--- src/rtl/lc_req_pkg.sv ---
// Shared types and helpers for the lifecycle request assembler.
// The optional per-word parity check is enabled by defining LC_REQ_PARITY_EN.
package lc_req_pkg;

    typedef enum logic [2:0] {
        S_IDLE,
        S_RX_TID,
        S_RX_AUTH,
        S_ISSUE,
        S_HOLD,
        S_ZERO,
        S_ERR
    } lc_req_state_e;

    localparam int unsigned ID_W_MAX = 1024;
    localparam logic [ID_W_MAX-1:0] ZERO_ID = '0;

    // Beat counter needs at least one bit even when an ID is a single word.
    function automatic int unsigned lc_beat_cnt_w(input int unsigned nw);
        return (nw <= 1) ? 1 : $clog2(nw);
    endfunction

endpackage

--- src/rtl/lc_word_packer.sv ---
// One ID_W register assembled word by word at an indexed position,
// with a synchronous clear used for zeroization.
module lc_word_packer
    import lc_req_pkg::*;
#(
    parameter int unsigned WORD_W = 32,
    parameter int unsigned ID_W   = 256,
    parameter int unsigned IDX_W  = 3
) (
    input  logic              clk,
    input  logic              rst,
    input  logic [IDX_W-1:0]  idx_i,
    input  logic              we_i,
    input  logic              clr_i,
    input  logic [WORD_W-1:0] wdata_i,
    output logic [ID_W-1:0]   id_o
);

    logic [ID_W-1:0] id_q, id_d;

    always_comb begin
        id_d = id_q;
        if (we_i) begin
            id_d[WORD_W*idx_i +: WORD_W] = wdata_i;
        end
        if (clr_i) begin
            id_d = ZERO_ID[ID_W-1:0];
        end
    end

    always_ff @(posedge clk) begin
        if (rst) begin
            id_q <= ZERO_ID[ID_W-1:0];
        end else begin
            id_q <= id_d;
        end
    end

    assign id_o = id_q;

endmodule

--- src/rtl/lc_request_assembler.sv ---
// Assembles a transition ID and an authentication ID from a host word stream,
// issues them to lifecycle protection, holds, then zeroizes. Optional parity: LC_REQ_PARITY_EN.
module lc_request_assembler
    import lc_req_pkg::*;
#(
    parameter int unsigned WORD_W         = 32,
    parameter int unsigned ID_W           = 256,
    parameter int unsigned TIMEOUT_CYCLES = 1024,
    parameter int unsigned HOLD_CYCLES    = 4
) (
    input  logic              clk,
    input  logic              rst,
    input  logic              host_start,
    input  logic              host_abort,
    input  logic [WORD_W-1:0] host_wdata,
    input  logic              host_wparity,
    input  logic              host_wvalid,
    output logic              host_wready,
    output logic [ID_W-1:0]   lc_transition_id,
    output logic              lc_transition_request_in,
    output logic [ID_W-1:0]   lc_authentication_id,
    output logic              lc_authentication_valid,
    output logic              busy,
    output logic              done,
    output logic              err
);

    localparam int unsigned NW  = ID_W / WORD_W;
    localparam int unsigned BCW = lc_beat_cnt_w(NW);
    localparam int unsigned TW  = $clog2(TIMEOUT_CYCLES + 1);
    localparam int unsigned HW  = $clog2(HOLD_CYCLES + 1);

    lc_req_state_e  state_q, state_d;
    logic [BCW-1:0] beat_q, beat_d;
    logic [TW-1:0]  timer_q, timer_d;
    logic [HW-1:0]  hold_q, hold_d;
    logic           err_q, err_d;

    logic in_rx, accept, par_bad, store, last_beat, id_clr;

    assign in_rx       = (state_q == S_RX_TID) || (state_q == S_RX_AUTH);
    assign host_wready = in_rx & ~host_abort;
    assign accept      = host_wvalid & host_wready;
    assign last_beat   = (beat_q == BCW'(NW - 1));

`ifdef LC_REQ_PARITY_EN
    assign par_bad = accept & (^{host_wdata, host_wparity});
`else
    logic unused_parity;
    assign par_bad       = 1'b0;
    assign unused_parity = host_wparity;
`endif

    assign store = accept & ~par_bad;

    always_comb begin
        state_d = state_q;
        beat_d  = beat_q;
        timer_d = timer_q;
        hold_d  = hold_q;
        err_d   = err_q;
        case (state_q)
            S_IDLE: begin
                if (host_start) begin
                    state_d = S_RX_TID;
                    err_d   = 1'b0;
                    beat_d  = '0;
                    timer_d = '0;
                end
            end
            S_RX_TID, S_RX_AUTH: begin
                if (host_abort || par_bad) begin
                    state_d = S_ERR;
                    err_d   = 1'b1;
                end else if (accept) begin
                    timer_d = '0;
                    if (last_beat) begin
                        beat_d  = '0;
                        state_d = (state_q == S_RX_TID) ? S_RX_AUTH : S_ISSUE;
                    end else begin
                        beat_d = beat_q + BCW'(1);
                    end
                end else if (timer_q == TW'(TIMEOUT_CYCLES - 1)) begin
                    // This idle cycle is the TIMEOUT_CYCLES-th since the last beat.
                    state_d = S_ERR;
                    err_d   = 1'b1;
                end else begin
                    timer_d = timer_q + TW'(1);
                end
            end
            S_ISSUE: begin
                hold_d  = '0;
                state_d = S_HOLD;
            end
            S_HOLD: begin
                if (hold_q == HW'(HOLD_CYCLES - 1)) begin
                    state_d = S_ZERO;
                end else begin
                    hold_d = hold_q + HW'(1);
                end
            end
            default: state_d = S_IDLE;
        endcase
    end

    always_ff @(posedge clk) begin
        if (rst) begin
            state_q <= S_IDLE;
            beat_q  <= '0;
            timer_q <= '0;
            hold_q  <= '0;
            err_q   <= 1'b0;
        end else begin
            state_q <= state_d;
            beat_q  <= beat_d;
            timer_q <= timer_d;
            hold_q  <= hold_d;
            err_q   <= err_d;
        end
    end

    // Clear on entry so the IDs already read zero during ZERO and ERR.
    assign id_clr = (state_d == S_ZERO) || (state_d == S_ERR);

    lc_word_packer #(.WORD_W(WORD_W), .ID_W(ID_W), .IDX_W(BCW)) u_tid (
        .clk     (clk),
        .rst     (rst),
        .idx_i   (beat_q),
        .we_i    (store && (state_q == S_RX_TID)),
        .clr_i   (id_clr),
        .wdata_i (host_wdata),
        .id_o    (lc_transition_id)
    );

    lc_word_packer #(.WORD_W(WORD_W), .ID_W(ID_W), .IDX_W(BCW)) u_auth (
        .clk     (clk),
        .rst     (rst),
        .idx_i   (beat_q),
        .we_i    (store && (state_q == S_RX_AUTH)),
        .clr_i   (id_clr),
        .wdata_i (host_wdata),
        .id_o    (lc_authentication_id)
    );

    assign lc_transition_request_in = (state_q == S_ISSUE);
    assign lc_authentication_valid  = (state_q == S_ISSUE) || (state_q == S_HOLD);
    assign busy                     = (state_q != S_IDLE);
    assign done                     = (state_q == S_ZERO);
    assign err                      = err_q;

endmodule

--- config.mk ---
export PLATFORM = sky130hd
export DESIGN_NAME = lc_request_assembler
export DESIGN_NICKNAME = d
export VERILOG_FILES = /design/src/rtl/lc_req_pkg.sv /design/src/rtl/lc_word_packer.sv /design/src/rtl/lc_request_assembler.sv
export SDC_FILE = /design/constraint.sdc
export NUM_CORES = 1
export LEC_CHECK = 0
export CAP_MARGIN = 20
export CORE_AREA = 2 2 218 220
export DETAILED_ROUTE_END_ITERATION = 16
export DIE_AREA = 0 0 220 222
export GPL_ROUTABILITY_DRIVEN = 1
export PLACE_DENSITY = 0.77
export SLEW_MARGIN = 25
export SYNTH_ARGS = -nofsm -noshare
export SYNTH_HDL_FRONTEND = slang
export SYNTH_HIERARCHICAL = 1
export SYNTH_SLANG_ARGS = --single-unit
--- constraint.sdc ---
create_clock -name clk -period 3.9 [get_ports clk]
set_input_delay 0.78 -clock clk [delete_from_list [all_inputs] [get_ports clk]]
set_output_delay 0.78 -clock clk [all_outputs]
set_load 0.03 [all_outputs]
Yosys cells after proc, flatten, opt, wreduce, memory -nomap -nowiden. Index checks and enable logic that the tools add are counted.

Flip-flop bits (word level): 533. Output and inout bits: 518. Input bits: 38. Logic and storage cells: 75.

Reductions and logical operators: 15. $add $sub $neg: 4. Muxes and demuxes: 27. Shift-type cells: 2. Equal/unequal tests: 17. Bitwise gates (word level): 3.

Operators by type and width (number): bitwise mux 256 bit (2); variable shift 32 x 34 -> 256 bit, first input constant (1); variable part select 32 x 34 -> 256 bit (1); 2-to-1 mux 11 bit (4); negation 8 -> 34 bit (1); 2-to-1 mux 3 bit (11); one-hot mux 11 bit (2 select lines) (1); equality test 3 bit, second input constant (5); one-hot mux 3 bit (2 select lines) (2); one-hot mux 3 bit (4 select lines) (1); AND reduction 4 bit (3); adder 11 x 1 -> 11 bit, second input constant (1); equality test 11 x 10 -> 1 bit, second input constant (1); equality test 3 x 2 -> 1 bit, second input constant (3); inequality test 3 bit, second input constant (3); inequality test 2 bit, second input constant (4); adder 3 x 1 -> 3 bit, second input constant (2); 2-to-1 mux 1 bit (5); nonzero test 2 bit (2); OR reduction 2 bit (2); equality test 3 x 1 -> 1 bit, second input constant (1); zero test 3 bit (1); logical OR 1 bit (3); nonzero test 3 bit (1); 5 further kinds (7).

Logic depth before layout (Yosys ltp).
Word-level depth: 10. Gate-level depth with buffers: 13. Gate-level depth less buffers: 9.

Modules after synthesis. Netlist, hierarchy kept.

Modules (own cells, without submodules): lc_word_packer at u_auth (cells each 1273, times used 1, area each 10855.4 µm², seq. area each 5124.9 µm²); lc_word_packer at u_tid (cells each 1173, times used 1, area each 9527.9 µm², seq. area each 5124.9 µm²); lc_request_assembler (cells each 152, times used 1, area each 1226.2 µm², seq. area each 420.4 µm²).

Worst setup path after synthesis. OpenSTA, ideal clock, no wires.

Path type: reg-to-reg. Start: register beat_q[0]. End: register u_auth.id_q[162], in the netlist u_auth/id_o[162]. Buffers on the path: 6. Setup slack: 1.261 ns. Arrival: 2.506 ns. Required time: 3.768 ns. Stages on the path, launching flop included: 13. Setup time: 0.132 ns. Clock period less this slack: 2.639 ns. Cells stage by stage: dfxtp_1 buf_6 buf_4 clkbuf_1 inv_1 ha_1 ha_1 buf_4 or3b_1 buf_2 clkbuf_2 o21ai_0 a21oi_1.

Cells in the longest elaborated chain, start to end: 8. Elaborated cells on any way between the ends: 13. Those cells by class: add/sub (1); eq/ne (3); shift (2); mux (5); reduce/logical (2).

RTL lines: from (decl) (RTL line lc_request_assembler.sv:34) `logic [BCW-1:0] beat_q, beat_d;`; from (signal assigned) (RTL line lc_request_assembler.sv:115) `beat_q <= beat_d;`; parallel branches: the longest is 8 deep, another holds negation 8 -> 34 bit; to (signal assigned) (RTL line lc_word_packer.sv:33) `id_q <= ZERO_ID[ID_W-1:0];`; to (signal assigned) (RTL line lc_word_packer.sv:35) `id_q <= id_d;`; to (decl) (RTL line lc_word_packer.sv:19) `logic [ID_W-1:0] id_q, id_d;`.

Several ways; the timed one is not identified. A chain may end at the register's enable or synchronous reset.

Worst setup path in the final report.
Start: register state_q[2]. End: output lc_authentication_valid.

Cells in the longest elaborated chain, start to end: 2. Elaborated cells on any way between the ends: 3. Those cells by class: eq/ne (2); reduce/logical (1).

RTL lines: from (decl) (RTL line lc_request_assembler.sv:33) `lc_req_state_e state_q, state_d;`; from (signal assigned) (RTL line lc_request_assembler.sv:114) `state_q <= state_d;`; equality test 3 x 2 -> 1 bit / equality test 3 bit (equally long branches) (RTL line lc_request_assembler.sv:146) `assign lc_authentication_valid = (state_q == S_ISSUE) || (state_q == S_HOLD);`; logical OR 1 bit * (RTL line lc_request_assembler.sv:146); to (decl) (RTL line lc_request_assembler.sv:22) `output logic lc_authentication_valid,`.

Mark *: on every way between the ends. The rest lies on a longest branch, timed or not.

==> results.py <==
metrics = {
    "synthesis": {
        "ys_ff_latch": 533,
        "postSynthAreaPerCell_um2": 8.32,
        "ys_types": 67,
        "synth_nets": 2647,
        "synthXorXnorAreaFrac_pct": 0.203,
        "synth-edff-count": 0,
        "synth_top_family_by_area": "simple AND/OR/NAND/NOR gates",
        "synth_mux_area_share_pct": 4.55,
        "synthFlopType": "dfxtp_1",
        "synthCells": 2598,
        "ys_warn_count": 6,
        "syn_area_mm2": 0.0216,
        "synth_compound_area_share_pct": 15.6,
        "synthArstFlopShare_pct": 0,
        "yosys.area_share.simple_pct": 22.7,
        "synth_fa_ha_area_share_pct": 0.637,
        "synth-seq-area-share_pct": 49.4,
    },
    "clocking": {
        "root_buffer": "clkbuf_16",
        "h-tree-depth": 2,
        "clock-sinks": 533,
        "clk_latency_ns": 0.62,
        "cts_max_path_buffers": 3,
        "postCtsSetupBuffers": 0,
        "hold_buffers": 0,
        "cts_buffers": 54,
        "clk_pin_slew_worst_paths_ns": 0.06,
        "post_cts_resized": 0,
        "cts_tree": "built",
    },
    "grt": {
        "grt_pass1_wl_mm": 135,
        "grt_usage_pct": 36.5,
        "grt_pass1_vias": 21100,
        "antenna_found_initial": 3,
        "grt_max_degree": 95,
        "grt_overflow_total": 0,
    },
    "critical_path": {
        "rr_startpoint": "timer_q[0]",
        "cp_num_cells": 5,
        "critPathMaxFanout": 13,
        "crit_required_ns": 3.12,
        "reg2reg_to": "u_auth/id_o[29]",
        "cp.arrival_ns": 2.82,
        "worstSetupPathType": "register to output port",
        "critical_path.slowest_cell": "clkdlybuf4s50_1",
        "crit_chain": "clkinv_1, and3_1, a21oi_1, inv_1, clkdlybuf4s50_1",
        "cp_top_family": "buffers and inverters",
        "critPathLaunchType": "register",
        "cp-end-kind": "output port",
        "path_buf_inv": 3,
        "ff2ff_path_depth": 9,
        "r2r_slack_ns": 0.71,
        "cpPeakStageDelay_ns": 0.64,
    },
    "run_status": {
        "status": "finished, final reports clean",
    },
    "sta": {
        "holdWs_ns": 0.453,
        "setup_viol": 0,
        "tns_ns": 0,
        "max_freq_ghz": 0.278,
        "drv_slew": 0,
        "rsz0062_at_grt": "no",
        "min_period_over_period_pct": 92.2,
        "fin_crit_ns": 3.60,
        "hold_viol_final": 0,
        "finalClockSkew_ns": 0.0269,
        "slew_headroom_pct": 16.5,
        "worstMarginPinSlew_ns": 1.25,
    },
    "route": {
        "via_count": 22700,
        "drt_iter0_drc": 3662,
        "drc": 0,
        "avgRoutedWirePerCell_um": 25.8,
        "wirelength_mm": 93.5,
        "ant_nets": 0,
        "avgViaCountPerCell": 6.25,
        "first_pass_iters": 8,
    },
    "power_and_ir_drop": {
        "seq_power_share_pct": 45.6,
        "internal_power_mw": 8.97,
        "power_switching_mw": 3.08,
        "p_per_area_mw_per_mm2": 410,
        "switching_share_pct": 25.5,
        "power_frac_clock_pct": 45.9,
        "leakage_nw": 10.1,
        "p_comb_share_pct": 8.5,
        "ir_worst_vdd_mv": 0.405,
    },
    "finish": {
        "final_cell_mix": "clkdlybuf4s50_1 (552), dfxtp_1 (532), a21oi_1 (425), nand2_1 (336), nand3_1 (267)",
        "nNetsFinal": 3026,
        "drive_above_1_share_pct": 7.55,
        "instances_no_fill": 3629,
        "area_growth_pct": 35.9,
        "layout_commonest_cell": "clkdlybuf4s50_1",
    },
    "die": {
        "die_h_um": 222,
        "start_util_pct": 46.7,
        "fp.dieW_um": 220,
        "dieArea_mm2": 0.0488,
        "ios": 556,
        "num_rows": 79,
        "core-area_mm2": 0.0463,
    },
    "placement": {
        "place_congestion": 0.905,
        "hpwlAfterDp_mm": 60.5,
        "port_buffers": 554,
        "dp_cells": 3528,
    },
    "min_path": {
        "min_to": "u_tid/id_o[234]",
        "hp-start": "u_tid/id_o[234]",
        "hp-class": "register to register",
        "hold_path_depth": 2,
    },
    "job": {
        "maxCapViolCount": 0,
    },
}
synthesized netlist by cell type (all sizes together), types with 3 or more instances:
cell / count / area share, %
dfxtp: 533 / 49
xnor2: 5 / 0.20
nor3: 11 / 0.25
nor2b: 14 / 0.41
mux2i: 97 / 4.5
ha: 11 / 0.64
nand3b: 6 / 0.23
or3: 5 / 0.14
nor3b: 5 / 0.27
nand3: 269 / 6.3
buf: 120 / 3.0
inv: 12 / 0.21
a21oi: 425 / 9.8
and2: 4 / 0.12
nand4: 190 / 5.5
nor2: 64 / 1.1
nor4: 8 / 0.42
nand2: 337 / 5.9
or4: 3 / 0.10
clkbuf: 209 / 3.7
and3b: 29 / 1.2
o31ai: 33 / 1.1
o21ai: 163 / 3.8
nand2b: 7 / 0.27
worst min-delay path: cells and delay by family (launching register included):
| kind | cells | cell delay [ns] |
|---|---|---|
| DFF | 1 | 0.31 |
| and+or+nand+nor | 1 | 0.05 |
| AOI/OAI and AO/OA | 1 | 0.05 |
area by class of cell:
type	count	area [um^2]
flip-flops and latches	533	10700
clock buffers	73	1570
well taps	607	759
fillers	3857	16900
clock inverters	25	330
inverters	14	52.6
repair buffers	652	6380
diodes	3	7.51
multi-input cells	1722	9590
flip-flops by register name, summed over array words and instances, names as in the netlist:
signal,count
u_auth/id_o,256
u_tid/id_o,256
timer_q,11
beat_q,3
hold_q,3
state_q,3
err,1
layer usage:
layer	GRT usage, %	up-vias	share of wire [%]
li1	-	9885	-
met1	46.0	10800	37
met2	56.4	1646	45
met3	8.97	330	12
met4	21.5	0	6.2
met5	0	-	0
how the worst max path moves through the flow:
stage	startpoint	end	slack [ns]
after floorplan	beat_q[0]	u_auth/id_o[162]	1.26
after global placement	host_wvalid	u_auth/id_o[18]	0.50
after detailed placement	host_wvalid	u_auth/id_o[39]	0.44
after CTS	state_q[2]	lc_authentication_valid	0.34
after global routing	state_q[2]	lc_authentication_valid	0.19
final	state_q[2]	lc_authentication_valid	0.30
power groups by stage:
| stage | Combinational (mW) | Sequential (mW) | Clock (mW) |
|---|---|---|---|
| global route | 1.05 | 5.49 | 5.76 |
| global placement | 0.972 | 5.61 | 0 |
| CTS | 0.990 | 5.49 | 5.56 |
| detailed placement | 0.987 | 5.61 | 0 |
| floorplan | 0.582 | 5.61 | 0 |
| finish | 1.03 | 5.49 | 5.53 |
cell families (layout without fill, tap and decap cells):
family / Yosys count / after routing
AOI/OAI and AO/OA: 643 / 643
and+or+nand+nor: 965 / 965
xor gates and xnor gates: 5 / 5
muxes: 98 / 98
DFF: 533 / 533
adders and majority gates: 11 / 11
other: 0 / 3
buffers and inverters: 343 / 764
through the flow:
stage	util (%)	worst slack (ns)	total power [mW]	instance area [um^2]
after global placement	59.3	0.502	6.58	27500
after floorplan	-	1.26	6.20	21600
after detailed placement	59.4	0.444	6.60	27500
final	63.5	0.304	12.0	29400
after global routing	63.4	0.193	12.3	29400
after CTS	63.4	0.341	12.0	29400
No activity file was read; power rests on OpenSTA's default activity.
